==> src/rtl/fft_pkg.sv <==
// Shared FFT datapath sizing: default component widths, Q-format constants and
// the intermediate width rules used by the butterfly and the stage controller.
package fft_pkg;

    localparam int unsigned DEF_WIDTH    = 16;
    localparam int unsigned DEF_TW_WIDTH = 16;

    // Full-precision product of a data and a twiddle component.
    function automatic int unsigned prod_w(input int unsigned w, input int unsigned tw);
        return w + tw;
    endfunction

    // Complex combine (sum/difference of two products) needs one growth bit.
    function automatic int unsigned comb_w(input int unsigned w, input int unsigned tw);
        return w + tw + 1;
    endfunction

    // B*W after the Q1.(TW-1) renormalising shift, kept unclipped.
    function automatic int unsigned bw_w(input int unsigned w);
        return w + 1;
    endfunction

    // A +/- B*W before optional scaling and final saturation.
    function automatic int unsigned sum_w(input int unsigned w);
        return w + 2;
    endfunction

    // Right shift that renormalises a product back to Q1.(W-1).
    function automatic int unsigned tw_shift(input int unsigned tw);
        return tw - 1;
    endfunction

endpackage

==> src/rtl/butterfly_pipe_sat_round.sv <==
// Arithmetic right shift with optional round-half-up, followed by saturation
// of the result to a signed OUT_W-bit range.
module sat_round
    import fft_pkg::*;
#(
    parameter int unsigned IN_W  = sum_w(DEF_WIDTH),
    parameter int unsigned OUT_W = DEF_WIDTH,
    parameter int unsigned SHIFT = 0,
    parameter int unsigned ROUND = 1
) (
    input  logic signed [IN_W-1:0]  i_data,
    output logic signed [OUT_W-1:0] o_data,
    output logic                    o_sat
);

    localparam int unsigned EXT_W = IN_W + 1;

    // One guard bit absorbs the rounding bias without wrapping.
    localparam logic signed [EXT_W-1:0] BIAS =
        (ROUND != 0 && SHIFT > 0) ? ({{(EXT_W-1){1'b0}}, 1'b1} << (SHIFT > 0 ? SHIFT - 1 : 0))
                                  : '0;
    localparam logic signed [EXT_W-1:0] MAXV = {{(IN_W+2-OUT_W){1'b0}}, {(OUT_W-1){1'b1}}};
    localparam logic signed [EXT_W-1:0] MINV = {{(IN_W+2-OUT_W){1'b1}}, {(OUT_W-1){1'b0}}};

    logic signed [EXT_W-1:0] w_ext;
    logic signed [EXT_W-1:0] w_sh;

    assign w_ext = EXT_W'(i_data) + BIAS;
    assign w_sh  = w_ext >>> SHIFT;

    always_comb begin
        o_sat  = 1'b0;
        o_data = w_sh[OUT_W-1:0];
        if (w_sh > MAXV) begin
            o_sat  = 1'b1;
            o_data = MAXV[OUT_W-1:0];
        end else if (w_sh < MINV) begin
            o_sat  = 1'b1;
            o_data = MINV[OUT_W-1:0];
        end
    end

endmodule

==> src/rtl/butterfly_pipe.sv <==
// Radix-2 DIT butterfly: out1 = A + B*W, out2 = A - B*W, three-stage pipeline
// with a global stall, optional stage scaling and a sticky saturation flag.
module butterfly_pipe
    import fft_pkg::*;
#(
    parameter int unsigned WIDTH    = DEF_WIDTH,
    parameter int unsigned TW_WIDTH = DEF_TW_WIDTH,
    parameter int unsigned ROUND    = 1,
    parameter int unsigned SCALE    = 0
) (
    input  logic                       clk,
    input  logic                       rst,
    input  logic                       in_valid,
    output logic                       in_ready,
    input  logic signed [WIDTH-1:0]    a_real,
    input  logic signed [WIDTH-1:0]    a_imag,
    input  logic signed [WIDTH-1:0]    b_real,
    input  logic signed [WIDTH-1:0]    b_imag,
    input  logic signed [TW_WIDTH-1:0] tw_real,
    input  logic signed [TW_WIDTH-1:0] tw_imag,
    output logic                       out_valid,
    input  logic                       out_ready,
    output logic signed [WIDTH-1:0]    out1_real,
    output logic signed [WIDTH-1:0]    out1_imag,
    output logic signed [WIDTH-1:0]    out2_real,
    output logic signed [WIDTH-1:0]    out2_imag,
    output logic                       ovf,
    input  logic                       ovf_clr
);

    localparam int unsigned PROD_W = prod_w(WIDTH, TW_WIDTH);
    localparam int unsigned COMB_W = comb_w(WIDTH, TW_WIDTH);
    localparam int unsigned BW_W   = bw_w(WIDTH);
    localparam int unsigned SUM_W  = sum_w(WIDTH);

    logic w_stall;
    logic r_v1, r_v2, r_v3;

    // Whole pipe freezes only when the output register is full and blocked.
    assign w_stall   = r_v3 && !out_ready;
    assign in_ready  = !w_stall;
    assign out_valid = r_v3;

    always_ff @(posedge clk) begin
        if (rst) begin
            r_v1 <= 1'b0;
            r_v2 <= 1'b0;
            r_v3 <= 1'b0;
        end else if (!w_stall) begin
            r_v1 <= in_valid;
            r_v2 <= r_v1;
            r_v3 <= r_v2;
        end
    end

    // S1: operands and full-precision partial products.
    logic signed [PROD_W-1:0] w_p_rr, w_p_ii, w_p_ri, w_p_ir;
    logic signed [PROD_W-1:0] r_p_rr, r_p_ii, r_p_ri, r_p_ir;
    logic signed [WIDTH-1:0]  r_a1_re, r_a1_im;

    assign w_p_rr = PROD_W'(b_real) * PROD_W'(tw_real);
    assign w_p_ii = PROD_W'(b_imag) * PROD_W'(tw_imag);
    assign w_p_ri = PROD_W'(b_real) * PROD_W'(tw_imag);
    assign w_p_ir = PROD_W'(b_imag) * PROD_W'(tw_real);

    always_ff @(posedge clk) begin
        if (rst) begin
            r_a1_re <= '0;
            r_a1_im <= '0;
            r_p_rr  <= '0;
            r_p_ii  <= '0;
            r_p_ri  <= '0;
            r_p_ir  <= '0;
        end else if (in_valid && !w_stall) begin
            r_a1_re <= a_real;
            r_a1_im <= a_imag;
            r_p_rr  <= w_p_rr;
            r_p_ii  <= w_p_ii;
            r_p_ri  <= w_p_ri;
            r_p_ir  <= w_p_ir;
        end
    end

    // S2: complex combine and renormalise B*W.
    logic signed [COMB_W-1:0] w_comb_re, w_comb_im;
    logic signed [BW_W-1:0]   w_bw_re, w_bw_im;
    logic signed [BW_W-1:0]   r_bw_re, r_bw_im;
    logic signed [WIDTH-1:0]  r_a2_re, r_a2_im;
    logic                     w_s2_sat_re, w_s2_sat_im;
    logic                     w_unused_s2;

    assign w_comb_re = COMB_W'(r_p_rr) - COMB_W'(r_p_ii);
    assign w_comb_im = COMB_W'(r_p_ri) + COMB_W'(r_p_ir);

    sat_round #(
        .IN_W (COMB_W),
        .OUT_W(BW_W),
        .SHIFT(tw_shift(TW_WIDTH)),
        .ROUND(ROUND)
    ) u_s2_re (
        .i_data(w_comb_re),
        .o_data(w_bw_re),
        .o_sat (w_s2_sat_re)
    );

    sat_round #(
        .IN_W (COMB_W),
        .OUT_W(BW_W),
        .SHIFT(tw_shift(TW_WIDTH)),
        .ROUND(ROUND)
    ) u_s2_im (
        .i_data(w_comb_im),
        .o_data(w_bw_im),
        .o_sat (w_s2_sat_im)
    );

    // B*W only reaches the clip point for (-1)*(-1); that case is left to S3.
    assign w_unused_s2 = w_s2_sat_re | w_s2_sat_im;

    always_ff @(posedge clk) begin
        if (rst) begin
            r_a2_re <= '0;
            r_a2_im <= '0;
            r_bw_re <= '0;
            r_bw_im <= '0;
        end else if (r_v1 && !w_stall) begin
            r_a2_re <= r_a1_re;
            r_a2_im <= r_a1_im;
            r_bw_re <= w_bw_re;
            r_bw_im <= w_bw_im;
        end
    end

    // S3: add/sub, optional halving, saturate.
    logic signed [SUM_W-1:0] w_s1_re, w_s1_im, w_s2_re, w_s2_im;
    logic signed [WIDTH-1:0] w_o1_re, w_o1_im, w_o2_re, w_o2_im;
    logic [3:0]              w_sat3;
    logic signed [WIDTH-1:0] r_o1_re, r_o1_im, r_o2_re, r_o2_im;
    logic                    r_sat3;
    logic                    r_ovf;

    assign w_s1_re = SUM_W'(r_a2_re) + SUM_W'(r_bw_re);
    assign w_s1_im = SUM_W'(r_a2_im) + SUM_W'(r_bw_im);
    assign w_s2_re = SUM_W'(r_a2_re) - SUM_W'(r_bw_re);
    assign w_s2_im = SUM_W'(r_a2_im) - SUM_W'(r_bw_im);

    sat_round #(.IN_W(SUM_W), .OUT_W(WIDTH), .SHIFT(SCALE), .ROUND(ROUND)) u_o1_re (
        .i_data(w_s1_re), .o_data(w_o1_re), .o_sat(w_sat3[0])
    );
    sat_round #(.IN_W(SUM_W), .OUT_W(WIDTH), .SHIFT(SCALE), .ROUND(ROUND)) u_o1_im (
        .i_data(w_s1_im), .o_data(w_o1_im), .o_sat(w_sat3[1])
    );
    sat_round #(.IN_W(SUM_W), .OUT_W(WIDTH), .SHIFT(SCALE), .ROUND(ROUND)) u_o2_re (
        .i_data(w_s2_re), .o_data(w_o2_re), .o_sat(w_sat3[2])
    );
    sat_round #(.IN_W(SUM_W), .OUT_W(WIDTH), .SHIFT(SCALE), .ROUND(ROUND)) u_o2_im (
        .i_data(w_s2_im), .o_data(w_o2_im), .o_sat(w_sat3[3])
    );

    always_ff @(posedge clk) begin
        if (rst) begin
            r_o1_re <= '0;
            r_o1_im <= '0;
            r_o2_re <= '0;
            r_o2_im <= '0;
            r_sat3  <= 1'b0;
        end else if (r_v2 && !w_stall) begin
            r_o1_re <= w_o1_re;
            r_o1_im <= w_o1_im;
            r_o2_re <= w_o2_re;
            r_o2_im <= w_o2_im;
            r_sat3  <= |w_sat3;
        end
    end

    // Saturation is recorded only when the beat actually leaves; set beats clear.
    always_ff @(posedge clk) begin
        if (rst) begin
            r_ovf <= 1'b0;
        end else begin
            r_ovf <= (r_v3 && out_ready && r_sat3) || (r_ovf && !ovf_clr);
        end
    end

    assign out1_real = r_o1_re;
    assign out1_imag = r_o1_im;
    assign out2_real = r_o2_re;
    assign out2_imag = r_o2_im;
    assign ovf       = r_ovf;

endmodule

==> config.mk <==
export PLATFORM = sky130hd
export DESIGN_NAME = butterfly_pipe
export DESIGN_NICKNAME = d
export VERILOG_FILES = /design/src/rtl/fft_pkg.sv /design/src/rtl/butterfly_pipe_sat_round.sv /design/src/rtl/butterfly_pipe.sv
export SDC_FILE = /design/constraint.sdc
export NUM_CORES = 2
export LEC_CHECK = 0
export BUFFER_PORTS_ARGS = -buffer_cell sky130_fd_sc_hd__buf_2
export CAP_MARGIN = 20
export CELL_PAD_IN_SITES_DETAIL_PLACEMENT = 2
export CELL_PAD_IN_SITES_GLOBAL_PLACEMENT = 2
export CORE_MARGIN = 5
export CORE_UTILIZATION = 37
export CTS_CLUSTER_DIAMETER = 60
export DETAILED_ROUTE_END_ITERATION = 8
export PLACE_DENSITY = 0.91
export RECOVER_POWER = 100
export SLEW_MARGIN = 5
export SYNTH_ARGS = -nofsm -noshare
export SYNTH_HDL_FRONTEND = slang
export SYNTH_SLANG_ARGS = --single-unit
==> constraint.sdc <==
create_clock -name clk -period 6.85 [get_ports clk]
set_clock_uncertainty 0.05 [all_clocks]
set_input_delay 1.37 -clock clk [delete_from_list [all_inputs] [get_ports clk]]
set_output_delay 1.37 -clock clk [all_outputs]
set_load 0.01 [all_outputs]
==> results of run 1 <==
kinds of logic after synthesis:
group,share of synthesized area (%)
fa+ha+maj,49.2
simple gates,16.2
buf+inv,10.5
flops,10.5
compound gates,10.3
mux,0.161
xor+xnor,3.15
cells in the mapped netlist (12+ instances only):
library cell / number / area share [%]
sky130_fd_sc_hd__inv_1: 1244 / 8.3
sky130_fd_sc_hd__fa_1: 1052 / 38
sky130_fd_sc_hd__nand2_1: 907 / 6.1
sky130_fd_sc_hd__ha_1: 520 / 12
sky130_fd_sc_hd__and2_1: 509 / 5.7
sky130_fd_sc_hd__a21oi_1: 380 / 3.4
sky130_fd_sc_hd__clkbuf_1: 309 / 2.1
sky130_fd_sc_hd__dfxtp_1: 295 / 11
sky130_fd_sc_hd__nor2_1: 221 / 1.5
sky130_fd_sc_hd__o21ai_0: 170 / 1.5
sky130_fd_sc_hd__xnor2_1: 151 / 2.4
sky130_fd_sc_hd__a21o_1: 81 / 1.1
sky130_fd_sc_hd__nand3_1: 62 / 0.55
sky130_fd_sc_hd__nand2b_1: 51 / 0.57
sky130_fd_sc_hd__xor2_1: 51 / 0.80
sky130_fd_sc_hd__nor3_1: 46 / 0.41
sky130_fd_sc_hd__a211oi_1: 42 / 0.56
sky130_fd_sc_hd__a221oi_1: 36 / 0.56
sky130_fd_sc_hd__a31oi_1: 32 / 0.36
sky130_fd_sc_hd__o21bai_1: 30 / 0.40
sky130_fd_sc_hd__o21a_1: 24 / 0.32
sky130_fd_sc_hd__and3_1: 18 / 0.20
sky130_fd_sc_hd__nor2b_1: 18 / 0.20
sky130_fd_sc_hd__o31ai_1: 18 / 0.24
sky130_fd_sc_hd__or3_1: 15 / 0.17
sky130_fd_sc_hd__nand4_1: 14 / 0.16
sky130_fd_sc_hd__a211o_1: 12 / 0.19
sky130_fd_sc_hd__o211ai_1: 12 / 0.16
layer usage:
| layer | GRT overflow | track usage, % |
|---|---|---|
| met2 | 84 | 85.4 |
| met5 | 1 | 33.4 |
| met4 | 66 | 73.6 |
| met3 | 3 | 59.6 |
| met1 | 2 | 69.4 |
through the flow:
stage,hold WS (ns),cells
global placement,0.385,9029
detailed placement,0.400,9029
floorplan,0.375,6492
CTS,0.408,9179
repair_timing:
action,CTS
pin swaps,259
buffers inserted,63
cloned,8
endpoints found under the setup margin,76
gates resized for setup,563
==> results by stage, run 1 <==
Place:
- The weighted congestion reported at the end of routability-driven placement is 0.951.
- Buffers placed on the I/O ports in this run total 167.
- The pre-CTS setup slack is -1.79 ns.
- Once placement finished, the instance area stood at 0.0641 sq mm.
- The final HPWL from detailed placement is ~260000 um.

Synth:
- In this run the cell area of the synthesized design comes to about 0.056 sq mm.
- The predominant post-synthesis flop cell is sky130_fd_sc_hd__dfxtp_1.
- After synthesis, the netlist uses between 70 and 80 different library cells.
- The register bit total from synthesis is around 300.
- The post-synthesis cell count is 6492.
- The mean post-synth cell area is 8.64 sq um.
- The number of enable flip-flop cells after synthesis is 0.
- For this run, the number of Yosys warnings is 0.
- In the synthesized netlist the async set-or-reset flop fraction comes to 0%.
- Counting every net in the synthesized netlist gives 8165.
- The sequential area share after synthesis is 10.5%.

Outcome:
- It got as far as global routing and failed there.
- The tool reported: "[ERROR GRT-0232] Routing congestion too high. Check the congestion heatmap in the GUI".
- The flow did not finish.

Global routing:
- Global routing used 71.4% of the available tracks across all layers.
- The largest net degree at the start of global routing is 81.
- Global routing finished with a remaining overflow of 156.

Clocking:
- After clock tree synthesis, the flow added hold-fix buffers numbering 0.
- The H-tree depth is 2.
- The library cell used as clock root buffer is sky130_fd_sc_hd__clkbuf_16.
- The clock passes through at most 3 buffers.
- In this run, CTS created clock tree buffers numbering 45.
- The number of clock sinks is 295.

Die:
- The floorplan step set the die width to 399 um.
- The initialized floorplan defines 142 standard-cell rows.
- 168 I/O pins were placed.
- The height of the chip is 399 um.
- The initial utilization of the core area, before any placement, comes to 37.3%.
==> run 2, diff against run 1 <==
Settings changed: CELL_PAD_IN_SITES_DETAIL_PLACEMENT 2 to unset, CELL_PAD_IN_SITES_GLOBAL_PLACEMENT 2 to unset, CORE_UTILIZATION 37 to 25, CTS_CLUSTER_DIAMETER 60 to unset, PLACE_DENSITY 0.91 to unset, PLACE_DENSITY_LB_ADDON set to 0.15.
Clock period 6.85 ns to 8.9 ns, I/O delays scaled along.
==> run 2 against run 1 <==
Net effect:
- the flow now finishes, with violations (capacitance limit, slew limit)
- area after synthesis unchanged
- synthesized cell count unchanged
==> results by stage, run 2 <==
Outcome:
- The run finished, with violations left.
- The final reports fail on capacitance limit, slew limit.

Timing:
- The maximum clock frequency is 121 MHz.
- Headroom to the max-slew limit came out at -174%.
- Adding up every negative setup slack in the final design gives 0 ns.
- The final critical-path setup slack is 0.616 ns.
- The total of endpoints with negative setup slack in the final report is 0.
- The minimum period implied by the final worst setup slack is 8.28 ns.
- Setup repair after global routing left no endpoint under its margin.
- The actual slew at the worst max-slew pin is just over 4 ns.
- In the finished design, the share of the clock period the worst path needs comes to slightly above 90%.
- The number of max-slew violations in the final report is 257.
- The final number of hold-violating endpoints came to 0.

Layout:
- The filler cells instantiated in the layout total about 24000.
- Relative to the synthesized area, the layout overhead comes to 10.4%.
- The library cells used most frequently in the layout, excluding fill and tap cells, are sky130_fd_sc_hd__inv_1, sky130_fd_sc_hd__fa_1, sky130_fd_sc_hd__nand2_1.
- The utilization after layout is 27.8%.
- In the final layout, flip-flops and latches occupy 0.00591 sq mm.
- The fraction of final layout cells sized beyond drive strength 1 is 4.99%.
- The post-route cell area is about 0.062 sq mm.
- The multi-input gate area in the final layout is between 0.04 and 0.05 sq mm.
- The library cell used most frequently in the layout, excluding fill and tap cells, is sky130_fd_sc_hd__inv_1.
- The net count of the finished layout is 8192.

Global routing:
- The initial antenna violation count is 24.
- The first global-routing pass estimated 294000 um of wire.
- The leftover overflow at the end of global routing is 0.
- The largest net degree at the start of global routing is 75.
- Across every metal layer, demand over resource in global routing totals 16.3%.
- The number of global-route vias before repair is 45600.

Clocking:
- After clock tree synthesis, the setup repair step added 0 buffers.
- Counting every sink on the clock net gives 295.
- The clock reaches the later pin of the worst-skew pair after 0.63 ns.
- The hold buffer count at cts is 0.
- The clock slew at the register clock pins of the worst setup and hold paths is 0.07 ns.
- The number of buffers created by CTS is 42.
- The clock tree from TritonCTS is yes.
- The H-tree was split into 2 levels.
- In this run, post-CTS repair resized a total of 0 instances.
- The cell sitting at the root of the clock tree is a sky130_fd_sc_hd__clkbuf_16.
- The worst-case clock buffer depth is 3.

Detailed routing:
- The detailed-route DRC error count is 0.
- Dividing the detail-routed via count by the number of cells gives approximately 4.5.
- Dividing the detail-routed wire length by the instance count gives around 20 um.
- The via count is 42900.
- The remaining antenna violation count is 0.
- The number of optimization iterations in the first detailed-route pass is 5.
- The aggregate routed wire length is 192000 um.
- The first routing iteration left 2335 violations.

Synth:
- The number of nets in the synthesized netlist is 8165.
- After synthesis, the cell types taking the most area are sky130_fd_sc_hd__fa_1, sky130_fd_sc_hd__ha_1, sky130_fd_sc_hd__dfxtp_1.
- The sequential area share after synthesis is around a tenth.
- The fraction of synthesized cell area taken by the top area cell type is 37.6%.
- Ranked by instance count, the synthesized netlist is headed by sky130_fd_sc_hd__inv_1, sky130_fd_sc_hd__fa_1, sky130_fd_sc_hd__nand2_1.
- The synthesized cell area is 0.0561 sq mm.
- The number of enable flip-flop cells after synthesis is 0.
- The number of distinct library cells after synthesis is 76.
- After synthesis, the mean cell area works out to 8.64 sq um.
- The proportion of register bits with asynchronous set or reset after synthesis is 0%.
- The largest total area in the synthesized netlist belongs to sky130_fd_sc_hd__fa_1.
- Among all flip-flop cells after synthesis, the most frequent one is sky130_fd_sc_hd__dfxtp_1.
- Synthesis inferred 295 register bits.
- The post-synthesis cell count is 6492.
- The number of synthesis warnings is 0.
- The most frequently used cell type in the post-synthesis netlist is sky130_fd_sc_hd__inv_1.

Place:
- The standard cell area after detailed placement is 0.0606 sq mm.
- The final HPWL from detailed placement is 157000 um.
- During placement, the flow inserted port buffers numbering 167.
- The pre-CTS setup slack is 0.317 ns.
- Routability-driven placement finished with a final weighted congestion of roughly 0.84.

Worst setup path:
- The worst setup path is captured at a register.
- Along the worst path, the maximum fanout reaches 23.
- The cell type with the highest occurrence count on the critical path is sky130_fd_sc_hd__fa_1.
- On the critical path, the stage with the largest delay is an instance of sky130_fd_sc_hd__fa_1.
- The startpoint-to-endpoint class of the critical path is in2reg.
- STA puts the critical path data arrival time at between 8 and 9 ns.
- STA classifies the critical path startpoint as an input pin.
- Traced cell by cell, the critical path runs through clkbuf_2, nand2_1, inv_1, fa_1, fa_1, fa_1, fa_1, fa_1, inv_1, fa_1, inv_1, ha_1, a21o_1, a21o_1, a21oi_1, o21ai_0, a21oi_1, a21oi_1, o21a_1, o31ai_1, clkbuf_1, a21oi_1.
- The critical path required time is just over 9 ns.
- The largest stage delay on the critical path is 0.75 ns.

Die:
- The height of the chip is 484 um.
- The full die area is 0.234 sq mm.
- The top-level I/O count is 168.
- After floorplanning, the core was sized to cover ~0.22 sq mm.
- The die is between 400 and 500 um wide.
- The standard-cell row count is ~170.
- The starting utilization of the core area is 25.2%.

Job:
- Across the run, the number of max-cap violations was 4.

Worst hold path:
- The path category of the worst min-delay check is reg2reg.
run 2: layout make-up:
| cell class | instances | share of cell area (%) |
|---|---|---|
| well taps | 2975 | 6.01 |
| clock inverters | 28 | 0.582 |
| flip-flops and latches | 295 | 9.54 |
| inverters | 1247 | 7.56 |
| clock buffers | 50 | 1.84 |
| multi-input cells | 4627 | 71.5 |
| repair buffers | 306 | 2.94 |
| diodes | 5 | 0.0202 |
run 2: per-stage QoR:
step           hold slack, ns  instances
2_1_floorplan           0.375       6492
3_3_place_gp            0.388       9448
3_5_place_dp            0.393       9449
4_1_cts                 0.400       9527
5_1_grt                 0.422       9532
6_report                0.398       9533
run 2: logic make-up (layout without fill, tap and decap cells):
| logic type | after synthesis | after routing | synth area share [%] |
|---|---|---|---|
| AOI/OAI and AO/OA | 930 | 930 | 10.3 |
| xor gates and xnor gates | 202 | 202 | 3.15 |
| adders and majority gates | 1572 | 1572 | 49.2 |
| buffers and inverters | 1570 | 1631 | 10.5 |
| DFF | 295 | 295 | 10.5 |
| muxes | 9 | 9 | 0.161 |
| other | 0 | 5 | 0 |
| and+or+nand+nor | 1914 | 1914 | 16.2 |
run 2: critical path, delay by kind of cell:
kind                       cells  cell delay [ns]
adders and majority gates      7             3.59
and+or+nand+nor                1             0.31
AOI/OAI and AO/OA              9             1.77
buffers and inverters          5             1.14
run 2: worst paths after layout:
path,from,depth (start not counted),endpoint,slack [ns]
worst max-delay path,tw_imag[1],22,r_p_ri[27],0.62
worst min-delay path,r_p_rr[0],2,r_p_rr[0],0.40
worst max register to register,r_p_ir[10],12,r_bw_im[7],4.41
worst min register to register,r_p_rr[0],2,r_p_rr[0],0.40
run 2: routing by layer:
layer  vias up  global-route usage [%]  wire, um  part of all wire, %
li1      20100                       -         -                    -
met1     21700                    23.8     93600                   49
met2       844                    25.5     83900                   44
met3       179                    2.28      8940                  4.7
met4        12                    4.06      5260                  2.7
met5         -                       0        69                0.036
Power of run 2 is left out: the tool's default activity adds up to more than one toggle a clock period on the data nets, which glitch-free logic cannot reach.
